### config.mk
export PLATFORM = sky130hd
export DESIGN_NAME = pipeline_hazard_ctrl
export DESIGN_NICKNAME = d
export VERILOG_FILES = /design/src/rtl/pipe_pkg.sv /design/src/rtl/inst_src_decode.sv /design/src/rtl/pipeline_hazard_ctrl.sv
export SDC_FILE = /design/constraint.sdc
export NUM_CORES = 1
export LEC_CHECK = 0
export BUFFER_PORTS_ARGS = -buffer_cell sky130_fd_sc_hd__buf_4
export CAP_MARGIN = 20
export CORE_MARGIN = 2
export CORE_UTILIZATION = 51
export DETAILED_ROUTE_END_ITERATION = 16
export GPL_TIMING_DRIVEN = 0
export PLACE_DENSITY = 0.79
export SYNTH_ARGS = -nofsm -noshare
export SYNTH_HDL_FRONTEND = slang
export SYNTH_HIERARCHICAL = 1
export SYNTH_SLANG_ARGS = --single-unit
### constraint.sdc
create_clock -name clk -period 2.58 [get_ports clk]
set_clock_uncertainty 0.15 [all_clocks]
set_input_delay 0.129 -clock clk [delete_from_list [all_inputs] [get_ports clk]]
set_output_delay 0.129 -clock clk [all_outputs]
set_load 0.005 [all_outputs]
### src/rtl/pipe_pkg.sv
// Shared definitions for the pipeline hazard controller: opcodes, FSM encoding,
// the bundled stage-control word and a saturating counter helper.
package pipe_pkg;

    typedef enum logic [0:0] {
        ST_RUN   = 1'b0,
        ST_DWAIT = 1'b1
    } hz_state_e;

    // 5-bit major opcodes, id_inst[15:11]
    localparam logic [4:0] OP_HALT  = 5'b00000;
    localparam logic [4:0] OP_NOP   = 5'b00001;
    localparam logic [4:0] OP_SIIC  = 5'b00010;
    localparam logic [4:0] OP_RTI   = 5'b00011;
    localparam logic [4:0] OP_J     = 5'b00100;
    localparam logic [4:0] OP_JR    = 5'b00101;
    localparam logic [4:0] OP_JAL   = 5'b00110;
    localparam logic [4:0] OP_JALR  = 5'b00111;
    localparam logic [4:0] OP_ADDI  = 5'b01000;
    localparam logic [4:0] OP_SUBI  = 5'b01001;
    localparam logic [4:0] OP_XORI  = 5'b01010;
    localparam logic [4:0] OP_ANDNI = 5'b01011;
    localparam logic [4:0] OP_BEQZ  = 5'b01100;
    localparam logic [4:0] OP_BNEZ  = 5'b01101;
    localparam logic [4:0] OP_BLTZ  = 5'b01110;
    localparam logic [4:0] OP_BGEZ  = 5'b01111;
    localparam logic [4:0] OP_ST    = 5'b10000;
    localparam logic [4:0] OP_LD    = 5'b10001;
    localparam logic [4:0] OP_SLBI  = 5'b10010;
    localparam logic [4:0] OP_STU   = 5'b10011;
    localparam logic [4:0] OP_ROLI  = 5'b10100;
    localparam logic [4:0] OP_SLLI  = 5'b10101;
    localparam logic [4:0] OP_RORI  = 5'b10110;
    localparam logic [4:0] OP_SRLI  = 5'b10111;
    localparam logic [4:0] OP_LBI   = 5'b11000;
    localparam logic [4:0] OP_BTR   = 5'b11001;
    localparam logic [4:0] OP_SHIFT = 5'b11010;
    localparam logic [4:0] OP_ARITH = 5'b11011;
    localparam logic [4:0] OP_SEQ   = 5'b11100;
    localparam logic [4:0] OP_SLT   = 5'b11101;
    localparam logic [4:0] OP_SLE   = 5'b11110;
    localparam logic [4:0] OP_SCO   = 5'b11111;

    typedef struct packed {
        logic pc_en;
        logic ifid_en;
        logic idex_en;
        logic exmem_en;
        logic ifid_flush;
        logic idex_bubble;
        logic memwb_bubble;
        logic pc_redirect;
    } hz_ctl_t;

    localparam hz_ctl_t CTL_NORMAL   = 8'b1111_0000;
    localparam hz_ctl_t CTL_FREEZE   = 8'b0000_0010;
    localparam hz_ctl_t CTL_REDIRECT = 8'b1111_1101;
    localparam hz_ctl_t CTL_LOADUSE  = 8'b0011_0100;

    function automatic logic [15:0] sat_inc16(input logic [15:0] v);
        if (v == 16'hFFFF) begin
            return v;
        end else begin
            return v + 16'd1;
        end
    endfunction

endpackage

### src/rtl/inst_src_decode.sv
// Source-register decode for the instruction in ID: which of the two register
// fields the instruction actually reads.
module inst_src_decode
    import pipe_pkg::*;
(
    input  logic [15:0] inst,
    output logic [2:0]  src1,
    output logic [2:0]  src2,
    output logic        src1_vld,
    output logic        src2_vld
);

    logic [4:0] opc_s;

    assign opc_s = inst[15:11];
    assign src1  = inst[10:8];
    assign src2  = inst[7:5];

    // Classify the opcode into two-source, one-source or no-source
    always_comb begin
        src1_vld = 1'b0;
        src2_vld = 1'b0;
        case (opc_s)
            OP_ARITH, OP_SHIFT, OP_SEQ, OP_SLT, OP_SLE, OP_SCO,
            OP_BTR, OP_ST, OP_STU: begin
                src1_vld = 1'b1;
                src2_vld = 1'b1;
            end
            OP_ADDI, OP_SUBI, OP_XORI, OP_ANDNI,
            OP_ROLI, OP_SLLI, OP_RORI, OP_SRLI,
            OP_LD, OP_SLBI, OP_JR, OP_JALR,
            OP_BEQZ, OP_BNEZ, OP_BLTZ, OP_BGEZ: begin
                src1_vld = 1'b1;
                src2_vld = 1'b0;
            end
            default: begin
                src1_vld = 1'b0;
                src2_vld = 1'b0;
            end
        endcase
    end

endmodule

### src/rtl/pipeline_hazard_ctrl.sv
// Five-stage pipeline hazard controller: data-memory wait freeze, branch
// redirect and load-use interlock, with stall counter and wait watchdog.
module pipeline_hazard_ctrl
    import pipe_pkg::*;
#(
    parameter logic [7:0] WDOG_MAX = 8'd255
)
(
    input  logic        clk,
    input  logic        rst,
    input  logic [15:0] id_inst,
    input  logic [2:0]  ex_dest,
    input  logic        ex_wr,
    input  logic        ex_is_load,
    input  logic        br_taken,
    input  logic        dmem_req,
    input  logic        dmem_done,
    output logic        pc_en,
    output logic        ifid_en,
    output logic        idex_en,
    output logic        exmem_en,
    output logic        ifid_flush,
    output logic        idex_bubble,
    output logic        memwb_bubble,
    output logic        pc_redirect,
    output logic [15:0] stall_cnt,
    output logic        err_timeout
);

    hz_state_e   state_r;
    hz_state_e   state_nxt_s;
    hz_ctl_t     ctl_s;
    logic [7:0]  wdog_r;
    logic [7:0]  wdog_nxt_s;
    logic [15:0] stall_cnt_r;
    logic        err_r;
    logic [2:0]  src1_s;
    logic [2:0]  src2_s;
    logic        src1_vld_s;
    logic        src2_vld_s;
    logic        load_use_s;
    logic        mem_miss_s;

    inst_src_decode u_src_decode (
        .inst     (id_inst),
        .src1     (src1_s),
        .src2     (src2_s),
        .src1_vld (src1_vld_s),
        .src2_vld (src2_vld_s)
    );

    assign load_use_s = ex_is_load & ex_wr &
                        ((src1_vld_s & (src1_s == ex_dest)) |
                         (src2_vld_s & (src2_s == ex_dest)));
    assign mem_miss_s = dmem_req & ~dmem_done;

    // FSM state register
    always_ff @(posedge clk) begin
        if (!rst) begin
            state_r <= ST_RUN;
        end else begin
            state_r <= state_nxt_s;
        end
    end

    // FSM next-state decode
    always_comb begin
        state_nxt_s = state_r;
        case (state_r)
            ST_RUN: begin
                if (mem_miss_s) begin
                    state_nxt_s = ST_DWAIT;
                end else begin
                    state_nxt_s = ST_RUN;
                end
            end
            ST_DWAIT: begin
                if (dmem_done) begin
                    state_nxt_s = ST_RUN;
                end else begin
                    state_nxt_s = ST_DWAIT;
                end
            end
            default: state_nxt_s = ST_RUN;
        endcase
    end

    // FSM output decode; memory wait outranks redirect, which outranks load-use
    always_comb begin
        ctl_s = CTL_NORMAL;
        if (!rst) begin
            ctl_s = CTL_NORMAL;
        end else begin
            case (state_r)
                ST_RUN: begin
                    if (mem_miss_s) begin
                        ctl_s = CTL_FREEZE;
                    end else if (br_taken) begin
                        ctl_s = CTL_REDIRECT;
                    end else if (load_use_s) begin
                        ctl_s = CTL_LOADUSE;
                    end else begin
                        ctl_s = CTL_NORMAL;
                    end
                end
                ST_DWAIT: begin
                    if (dmem_done) begin
                        ctl_s = CTL_NORMAL;
                    end else begin
                        ctl_s = CTL_FREEZE;
                    end
                end
                default: ctl_s = CTL_NORMAL;
            endcase
        end
    end

    // Watchdog next value: zero on wait entry, saturating count while waiting
    always_comb begin
        wdog_nxt_s = wdog_r;
        if (state_r == ST_RUN) begin
            if (state_nxt_s == ST_DWAIT) begin
                wdog_nxt_s = 8'd0;
            end else begin
                wdog_nxt_s = wdog_r;
            end
        end else if (wdog_r != 8'hFF) begin
            wdog_nxt_s = wdog_r + 8'd1;
        end else begin
            wdog_nxt_s = wdog_r;
        end
    end

    // Watchdog counter and sticky timeout flag
    always_ff @(posedge clk) begin
        if (!rst) begin
            wdog_r <= 8'd0;
            err_r  <= 1'b0;
        end else begin
            wdog_r <= wdog_nxt_s;
            err_r  <= err_r | ((state_r == ST_DWAIT) && (wdog_nxt_s >= WDOG_MAX));
        end
    end

    // Saturating count of cycles in which the PC is held
    always_ff @(posedge clk) begin
        if (!rst) begin
            stall_cnt_r <= 16'd0;
        end else if (!ctl_s.pc_en) begin
            stall_cnt_r <= sat_inc16(stall_cnt_r);
        end else begin
            stall_cnt_r <= stall_cnt_r;
        end
    end

    assign pc_en        = ctl_s.pc_en;
    assign ifid_en      = ctl_s.ifid_en;
    assign idex_en      = ctl_s.idex_en;
    assign exmem_en     = ctl_s.exmem_en;
    assign ifid_flush   = ctl_s.ifid_flush;
    assign idex_bubble  = ctl_s.idex_bubble;
    assign memwb_bubble = ctl_s.memwb_bubble;
    assign pc_redirect  = ctl_s.pc_redirect;
    // Counters read as zero for the whole time reset is held, not only after the edge
    assign stall_cnt    = rst ? stall_cnt_r : 16'd0;
    assign err_timeout  = rst ? err_r : 1'b0;

endmodule

==> results of run 1 <==
tightest hold or removal path, cell delays in order:
cell	delay, ns
buf_4	0.10
inv_2	0.09
nor2_1	0.10
mux2_1	0.12
cell usage after synthesis (all sizes together) (7+ instances only):
cell type	count	area, µm²
nand3	12	72.6
a21oi	8	43.8
o21ai	7	46.3
and2	20	128
nand2	15	56.3
buf	12	95.1
dfxtp	26	521
nor2	22	87.6
nand4	7	43.8
inv	9	33.8
nor3	7	51.3
flip-flops by register name, indices dropped and copies added (netlist names):
name         cells
err_r            1
state_r          1
stall_cnt_r     16
wdog_r           8
logic make-up after synthesis:
group,count (synthesis)
xor gates and xnor gates,9
DFF,26
and+or+nand+nor,105
muxes,10
AOI/OAI and AO/OA,33
buffers and inverters,24
adders and majority gates,3
stage by stage:
step                setup slack, ns  area (µm²)  utilization [%]  std cells  hold slack, ns
floorplan                     0.539        1730                -        210          0.0583
global placement              0.269        2080             62.9        295           0.194
detailed placement            0.252        2080             62.9        295           0.199
CTS                           0.392        2160             65.1        301          0.0742
global route                  0.116        2160             65.1        301          0.0904
finish                        0.374        2160             65.1        301          0.0760
path summary, 6_finish.rpt:
kind / cells after the start / slack [ns] / from / endpoint
max: 7 / 0.37 / wdog_r[0] / err_r
min: 4 / 0.08 / rst / stall_cnt_r[8]
max reg2reg: 7 / 0.37 / wdog_r[0] / err_r
min reg2reg: 1 / 0.36 / stall_cnt_r[9] / stall_cnt_r[9]
power groups by stage:
stage	Clock [W]	Combinational [W]	Sequential [W]
2_1_floorplan	0	0.0000644	0.000416
3_3_place_gp	0	0.000108	0.000416
3_5_place_dp	0	0.000109	0.000416
4_1_cts	0.000291	0.000111	0.000408
5_1_grt	0.000311	0.000122	0.000409
6_report	0.000283	0.000111	0.000408
timing repair:
item / CTS / global route
setup endpoints to repair: 0 / 0
hold buffers: 2 / 0
setup buffers: 0 / 0
hold endpoints to repair: 1 / 0
placed cells by master, fill, tap and decap left out, drive strengths merged:
master,count
buf,51
dfxtp,26
nor2,22
and2,20
nand2,15
nand3,12
inv,9
a21oi,8
nand4,7
o21ai,7
nor3,7
xnor2,6
o31ai,6
clkbuf,6
mux2,6
mux2i,4
and3,4
or4,4
nand2b,3
nor2b,3
xor2,3
a211oi,3
nor4,3
ha,3
o211ai,3
dlygate4sd3,2
a31oi,1
nand4b,1
or3b,1
a21boi,1
nor3b,1
a41oi,1
o22ai,1
o2111ai,1
o21bai,1
or2,1
nand3b,1
bufinv,1
per-layer routing:
layer  track usage, %  part of all wire (%)  vias up
met3             4.71                   4.5        2
met5                0                     0        -
li1                 -                     -      825
met4             3.33                  0.19        0
met1             25.4                    48      725
met2             35.2                    47       46
cell type report:
| class | count | area (µm²) | share of cell area (%) |
|---|---|---|---|
| Buffer | 15 | 106 | 4.93 |
| Clock buffer | 3 | 22.5 | 1.04 |
| Clock inverter | 1 | 30.0 | 1.39 |
| Inverter | 9 | 33.8 | 1.57 |
| Multi-Input combinational cell | 160 | 1070 | 49.7 |
| Sequential cell | 26 | 520 | 24.1 |
| Tap cell | 46 | 57.6 | 2.67 |
| Timing Repair Buffer | 41 | 313 | 14.5 |
==> results.md, run 1 <==
- Outcome: complete, no violations
- Drt pass-1 iters: 4
- Vias per inst: about 5.3
- Clock-pin transition on the worst setup and hold timing paths: 0.15 ns
- DP HPWL: between 2000 and 3000 µm
- Number of synthesized flops with an enable pin: 0
- Type of destination of the critical path: flop
- Number of fill cells in the layout: about 320
- Synth warn: 6
- Final net count: 285
- Die X: a little over 60 µm
- Cts repair resizes: 0
- Fin Setup TNS: 0 ns
- Synth Area in Compound Gates: approximately 14%
- Clock root cell: clkbuf_4
- Slew @ Worst Pin: 0.594 ns
- Post-Syn Area per Cell: 8.25 µm²
- Htree depth: 1
- Global-route total usage across every layer: 20.0%
- Commonest register cell after synthesis: dfxtp_1
- Comb power frac: approximately 14%
- Leakage: ~0.87 nW
- Sink Count: 26
- Critical Path RT: 2.70 ns
- Sequential Power Share: 50.8%
- Grt ovf: 0
- Crit share post-route: roughly 86%
- CP Cell Sequence: ha_1, nand4_1, o21ai_1, mux2i_1, a21oi_1, o2111ai_1, o21bai_1
- Largest net degree at the start of global routing: 16
- Layout cells sized above 1: between 20% and 30%
- Setup-failing EPs final: 0
- Seq cells post-synth: 26
- DR WL/cell: 12.4 µm
- Int Pwr: slightly above 0.0006 W
- Top cell family by delay on the critical path: compound AO/OA/AOI/OAI gates
- Adder-Cell Fraction of Synth Area: under 10%
- Maxcap violations: 0
- IO Pins: slightly above 50
- Worst Path Max Fanout: 7
- Largest stage delay, worst path: ~0.52 ns
- Post-synth ARST share: 0%
- Wirelength, routed: 3720 µm
- Vias: approximately 1600
- Mux contribution to synthesized area: under 10%
- Row Count: 21
- # diodes: 0
- XOR/XNOR share of the synthesized area: around 4.5%
- Critical path's slowest cell: o21ai_1
- WP buf/inv: 0
- CTS tree: built
- DRC errors left: 0
- Initial antenna violation count: 0
- Min Tclk post-route: roughly 2.2 ns
- Clock share of power: 35.4%
- Critical Path AT: 2.33 ns
- Hold Path Class: in2reg
- Synth Area in Simple Gates: between 30% and 40%
- Distinct cell type count after synthesis: between 50 and 60
- Total CTS buffers: 3
- Placeable Area: between 3000 and 4000 µm²
- Hold Violations, Final: 0
- WS Path Type: reg2reg
- Clk buf depth: 2
- Clock latency on the worst-skew pair: around 0.33 ns
- Area delta synth->final: 24.4%
- GPL Wtd Cong: a little under 0.9
- Vias in the first global route: around 1500
- Power per cell area: ~370 nW/µm²
- Largest family of logic cells by synthesized area: simple AND/OR/NAND/NOR gates
- Max Slew Vio Count: 0
- Port Buffers: 39
- Sw Pwr: roughly 0.00018 W
- VDD IR-drop max: between 0.2 and 0.3 mV
- Total power: roughly 0.00080 W
- Slew margin rel.: 60.1%
- Switch share: approximately 23%
- Die area: about 3900 µm²
- Starting Density: 52.3%
- Fmax: between 400 and 500 MHz
- Mapped cell area: roughly 1700 µm²
- Synthesized instance count: 210
- Post-synth net total: roughly 240
- First-pass GRT wire length: around 6400 µm
- Seq/Total Area, Yosys: a little under a third
- Die Height: between 60 and 70 µm
- Drt initial violations: roughly 70
- RSZ-0062 raised after global routing: no
- Critical Path Source Type: flop
- Routed Antenna Nets: 0
(Power assumes the default switching activity.)
==> run 2: changes to the inputs <==
ABC_AREA = 1   (was unset)
CORE_UTILIZATION = 54   (was 51)
PLACE_DENSITY = 0.81   (was 0.79)
==> results.md, run 2 <==
- Outcome: complete, no violations
- Clock root cell: clkbuf_8
- Starting Density: 56.5% (+4.2 points)
- DP HPWL: 3610 µm (+23%)
- Crit share post-route: 89.3% (+3.8 points)
- Synthesized instance count: 347 (+65%)
- Number of synthesized flops with an enable pin: 0 (unchanged)
- Grt ovf: 0 (unchanged)
- CTS tree: built
- Drt pass-1 iters: 4 (unchanged)
- Critical Path RT: 2.30 ns (-0.40 ns)
- Total power: 0.000830 W (+3.6%)
- Top cell family by delay on the critical path: buffers and inverters
- Die X: 65.9 µm (+5.8%)
- Initial antenna violation count: 0 (unchanged)
- Total CTS buffers: 3 (unchanged)
- Htree depth: 1 (unchanged)
- Routed Antenna Nets: 0 (unchanged)
- Cells after DPL: 434 (+47%)
- Die area: 4340 µm² (+12%)
- Seq/Total Area, Yosys: 25.2% (-4.9 points)
- Slew @ Worst Pin: 0.616 ns (+0.0222 ns)
- Top Registers: stall_cnt_r: 16 flops, wdog_r: 8 flops
- WP buf/inv: 6 (+6)
- Type of destination of the critical path: output port
- Port Buffers: 39 (unchanged)
- Fin Setup TNS: 0 ns (unchanged)
- Vias in the first global route: 1858 (+24%)
- Number of fill cells in the layout: 363 (+13%)
- DR WL/cell: 10.8 µm (-12%)
- Placeable Area: 3660 µm² (+11%)
- Post-synth ARST share: 0% (unchanged)
- Post-synth net total: 376 (+57%)
- Post-Syn Area per Cell: 5.96 µm² (-28%)
- Synth warn: 6 (unchanged)
- IO Pins: 51 (unchanged)
- Die Height: 65.9 µm (+5.8%)
- Reg-to-reg slack, setup: 0.47 ns (+0.10 ns)
- Slew margin rel.: 58.9% (-1.2 points)
- Maxcap violations: 0 (unchanged)
- GPL Wtd Cong: 0.893 (+0.97%)
- Max reg flops: 16 (unchanged)
- Global-route total usage across every layer: 22.9% (+2.9 points)
- Clock-pin transition on the worst setup and hold timing paths: 0.09 ns (-0.06 ns)
- Cell Count, Final, Fillers Out: 438 (+46%)
- Drt initial violations: 147 (+110%)
- WS Path Type: reg2out
- Most common library cells after synthesis: nand2_1 (104), inv_1 (54), nor2_1 (38)
- Critical path's slowest cell: dfxtp_1
- Vias: 2187 (+37%)
- DRC errors left: 0 (unchanged)
- Cell taking the most area after synthesis: dfxtp_1
- Most common cell after layout, fill and taps aside: nand2_1
- Top reg by flops: stall_cnt_r
- Commonest register cell after synthesis: dfxtp_1
- # diodes: 0 (unchanged)
- Layout cells sized above 1: 20.5% (-7.7 points)
- Seq cells post-synth: 26 (unchanged)
- Row Count: 22 (+4.8%)
- Wirelength, routed: 4750 µm (+28%)
- Setup-failing EPs final: 0 (unchanged)
- Worst Path Max Fanout: 10 (+3)
- Min Tclk post-route: 2.30 ns (+0.0982 ns)
- Most frequent cells in the layout: nand2_1 (104), inv_1 (54), buf_4 (49), nor2_1 (38), nand3_1 (35)
- Largest net degree at the start of global routing: 15 (-1)
- Count leader, synth: nand2_1
- Top-area cell type share of the netlist area: 25.2% (-4.9 points)
- Final net count: 420 (+47%)
- Critical Path AT: 2.03 ns (-0.30 ns)
- Distinct cell type count after synthesis: 27 (-47%)
- Clock latency on the worst-skew pair: 0.28 ns (-0.05 ns)
- Mapped cell area: 2070 µm² (+19%)
- Clk buf depth: 2 (unchanged)
- Cts repair resizes: 0 (unchanged)
- Sink Count: 26 (unchanged)
- Area delta synth->final: 19.7%
- Hold_buf cts: 0 (-2)
- Power per cell area: 335 nW/µm² (-9.8%)
- Top cell by count, worst path: buf_4
- CP Cell Sequence: inv_2, a21oi_2, nand2_1, nand2_1, buf_6, buf_4, inv_2, buf_4, buf_4
- Fmax: 434 MHz (-4.3%)
- VDD IR-drop max: 0.274 mV (+7.5%)
- Hold Path Class: in2reg
- Leakage: 1.30 nW (+49%)
- First-pass GRT wire length: 7940 µm (+24%)
- Setup Buffers After CTS: 0 (unchanged)
- Vias per inst: 4.99 (-5.9%)
- Largest stage delay, worst path: 0.39 ns (-0.13 ns)
- Hold Violations, Final: 0 (unchanged)
- RSZ-0062 raised after global routing: no
- Max Slew Vio Count: 0 (unchanged)
- Synth area leaders: dfxtp_1 (25%), nand2_1 (19%), inv_1 (9.8%), nand3_1 (8.5%), nor2_1 (6.9%)
- Critical Path Source Type: flop
-- run 2: cell type report --
| type | count | area [µm²] | area share [%] |
|---|---|---|---|
| Sequential cell | 26 | 520 | 21.0 |
| Timing Repair Buffer | 39 | 293 | 11.8 |
| Inverter | 61 | 229 | 9.25 |
| Multi-Input combinational cell | 241 | 1190 | 48.2 |
| Clock buffer | 4 | 55.1 | 2.22 |
| Buffer | 19 | 126 | 5.10 |
| Tap cell | 48 | 60.1 | 2.43 |
-- run 2: worst paths after layout --
check / endpoint / from / cells after the start
max reg2reg: stall_cnt_r[14] / stall_cnt_r[0] / 9
min: state_r / rst / 3
min reg2reg: err_r / err_r / 2
max: pc_en / state_r / 9
-- run 2: logic make-up after synthesis --
| kind of cell | after synthesis | synth area share, % |
|---|---|---|
| fa+ha+maj | 3 | 1.82 |
| simple gates | 193 | 40.5 |
| flops | 26 | 25.2 |
| buf+inv | 80 | 17.2 |
| compound gates | 32 | 9.86 |
| xor+xnor | 13 | 5.51 |
-- run 2: per-stage QoR --
stage,setup slack (ns),hold slack [ns],utilization (%),cell area [µm²]
after CTS,0.270,0.0358,67.6,2480
final,0.276,0.0402,67.6,2480
after floorplan,0.731,0.168,-,2070
after global routing,0.0938,0.0475,67.6,2480
after detailed placement,0.438,0.298,66.1,2420
after global placement,0.455,0.287,66.1,2420
-- run 2: routing by layer --
layer	GRT usage, %	wire [µm]
met5	0	0
met4	7.03	56
met3	2.90	350
met2	38.4	2190
met1	30.5	2150
-- run 2: worst reg2reg max path, delay by kind of cell (launching register included) --
kind | cells | cell delay, ns
and+or+nand+nor | 6 | 0.88
DFF | 1 | 0.40
adders and majority gates | 1 | 0.29
buffers and inverters | 1 | 0.21
AOI/OAI and AO/OA | 1 | 0.06
-- run 2: where the power goes --
group	total [W]	leakage, nW	internal (W)	switching [W]
clock	0.000271	0.0288	0.000137	0.000134
combinational	0.000142	1.06	0.0000641	0.0000777
sequential	0.000418	0.211	0.000409	0.00000876
total	0.000830	1.30	0.000610	0.000220
==> run 3: changes to the inputs <==
RECOVER_POWER = 25   (was unset)
==> results.md, run 3 (synthesis results as in run 2) <==
- Sink Count: 26 (unchanged)
- DRC errors left: 0 (unchanged)
- Final core occ: 67.4% (-0.21 points)
- Setup-failing EPs final: 0 (unchanged)
- Largest stage delay, worst path: 0.39 ns (about the same)
- Die Height: 65.9 µm (unchanged)
- Clk buf depth: 2 (unchanged)
- Largest net degree at the start of global routing: 15 (unchanged)
- Critical Path Source Type: flop
- Total CTS buffers: 3 (unchanged)
- Initial antenna violation count: 0 (unchanged)
- Final net count: 420 (unchanged)
- Vias: 2177 (-0.46%)
- CP Cell Sequence: inv_2, a21oi_2, nand2_1, nand2_1, buf_6, buf_4, inv_2, buf_4, buf_4
- Leakage: 1.28 nW (-1.1%)
- Port Buffers: 39 (unchanged)
- Htree depth: 1 (unchanged)
- Layout cells sized above 1: 20.0% (-0.51 points)
- Type of destination of the critical path: output port
- Vias per inst: 4.97 (-0.46%)
- Cts repair resizes: 0 (unchanged)
- Global-route total usage across every layer: 22.9% (unchanged)
- Critical Path RT: 2.30 ns (about the same)
- Total power: 0.000833 W (+0.33%)
- Area delta synth->final: 19.4%
- Clock root cell: clkbuf_8
- CTS tree: built
- WS Path Type: reg2out
- Slew @ Worst Pin: 0.634 ns (+0.0173 ns)
- Top reg by flops: stall_cnt_r
- DR WL/cell: 10.9 µm (+0.19%)
- Hold Violations, Final: 0 (unchanged)
- Power per cell area: 338 nW/µm² (+0.63%)
- Routed Antenna Nets: 0 (unchanged)
- Crit share post-route: 89.5% (+0.16 points)
- Clock latency on the worst-skew pair: 0.28 ns (about the same)
- RSZ-0062 raised after global routing: no
- Max Slew Vio Count: 0 (unchanged)
- First-pass GRT wire length: 7940 µm (unchanged)
- Maxcap violations: 0 (unchanged)
- Most common cell after layout, fill and taps aside: nand2_1
- Critical path's slowest cell: dfxtp_1
- Starting Density: 56.5% (unchanged)
- Wirelength, routed: 4760 µm (+0.19%)
- Drt initial violations: 132 (-10%)
- Top Registers: stall_cnt_r: 16 flops, wdog_r: 8 flops
- Min Tclk post-route: 2.31 ns (+0.00416 ns)
- Die X: 65.9 µm (unchanged)
- Outcome: complete, no violations
- Slew margin rel.: 57.8% (-1.2 points)
- Worst Path Max Fanout: 10 (unchanged)
- Critical Path AT: 2.03 ns (about the same)
- Hold Path Class: in2reg
- Hold_buf cts: 0 (unchanged)
- Grt ovf: 0 (unchanged)
- Placeable Area: 3660 µm² (unchanged)
- Fmax: 433 MHz (-0.18%)
- # diodes: 0 (unchanged)
- DP HPWL: 3610 µm (unchanged)
- Clock-pin transition on the worst setup and hold timing paths: 0.09 ns (about the same)
- Fin Setup TNS: 0 ns (unchanged)
- Number of fill cells in the layout: 366 (+0.83%)
- VDD IR-drop max: 0.276 mV (+1.0%)
- Max reg flops: 16 (unchanged)
- Most frequent cells in the layout: nand2_1 (104), inv_1 (54), nor2_1 (38), buf_4 (37), nand3_1 (35)
- Row Count: 22 (unchanged)
- GPL Wtd Cong: 0.893 (unchanged)
- Vias in the first global route: 1858 (unchanged)
- IO Pins: 51 (unchanged)
- Top cell by count, worst path: buf_4
- Drt pass-1 iters: 4 (unchanged)
- Die area: 4340 µm² (unchanged)
- Setup Buffers After CTS: 0 (unchanged)
-- run 3: routing by layer --
metal / share of wire [%] / up-vias / wire length (µm) / track usage (%)
met5: 0 / - / 0 / 0
met4: 0.99 / 0 / 47 / 7.03
met3: 7.0 / 5 / 333 / 2.90
met2: 46 / 66 / 2180 / 38.4
met1: 46 / 970 / 2190 / 30.5
li1: - / 1136 / - / -
-- run 3: final cells by class --
cell class	count	area (µm²)	share of cell area [%]
Multi-Input combinational cell	241	1190	48.3
Sequential cell	26	520	21.1
Timing Repair Buffer	39	285	11.6
Inverter	61	229	9.28
Buffer	19	126	5.12
Tap cell	48	60.1	2.43
Clock buffer	4	55.1	2.23
-- run 3: per-stage QoR --
stage	hold slack (ns)	setup slack, ns	cell area (µm²)	instances
5_1_grt	0.105	0.0938	2470	438
3_3_place_gp	0.287	0.455	2420	434
2_1_floorplan	0.168	0.731	2070	347
4_1_cts	0.0358	0.270	2480	438
3_5_place_dp	0.298	0.438	2420	434
6_report	0.0900	0.272	2470	438
-- run 3: power by group --
group	leakage, nW	internal [W]	switching, W
clock network	0.0288	0.000137	0.000137
registers	0.211	0.000409	0.00000876
logic	1.04	0.0000633	0.0000776
total	1.28	0.000610	0.000224
-- run 3: final timing paths --
| kind | cells past startpoint | slack, ns | startpoint | endpoint |
|---|---|---|---|---|
| worst min-delay path | 4 | 0.09 | dmem_done | state_r |
| worst min register to register | 2 | 0.32 | err_r | err_r |
| worst max register to register | 9 | 0.45 | stall_cnt_r[0] | stall_cnt_r[14] |
| worst max-delay path | 9 | 0.27 | state_r | pc_en |
-- run 3: worst max-delay path, delay by kind of cell, from the launching register on --
kind | cells | cell delay, ns
compound gates | 1 | 0.26
buf+inv | 6 | 0.72
flops | 1 | 0.39
simple gates | 2 | 0.37
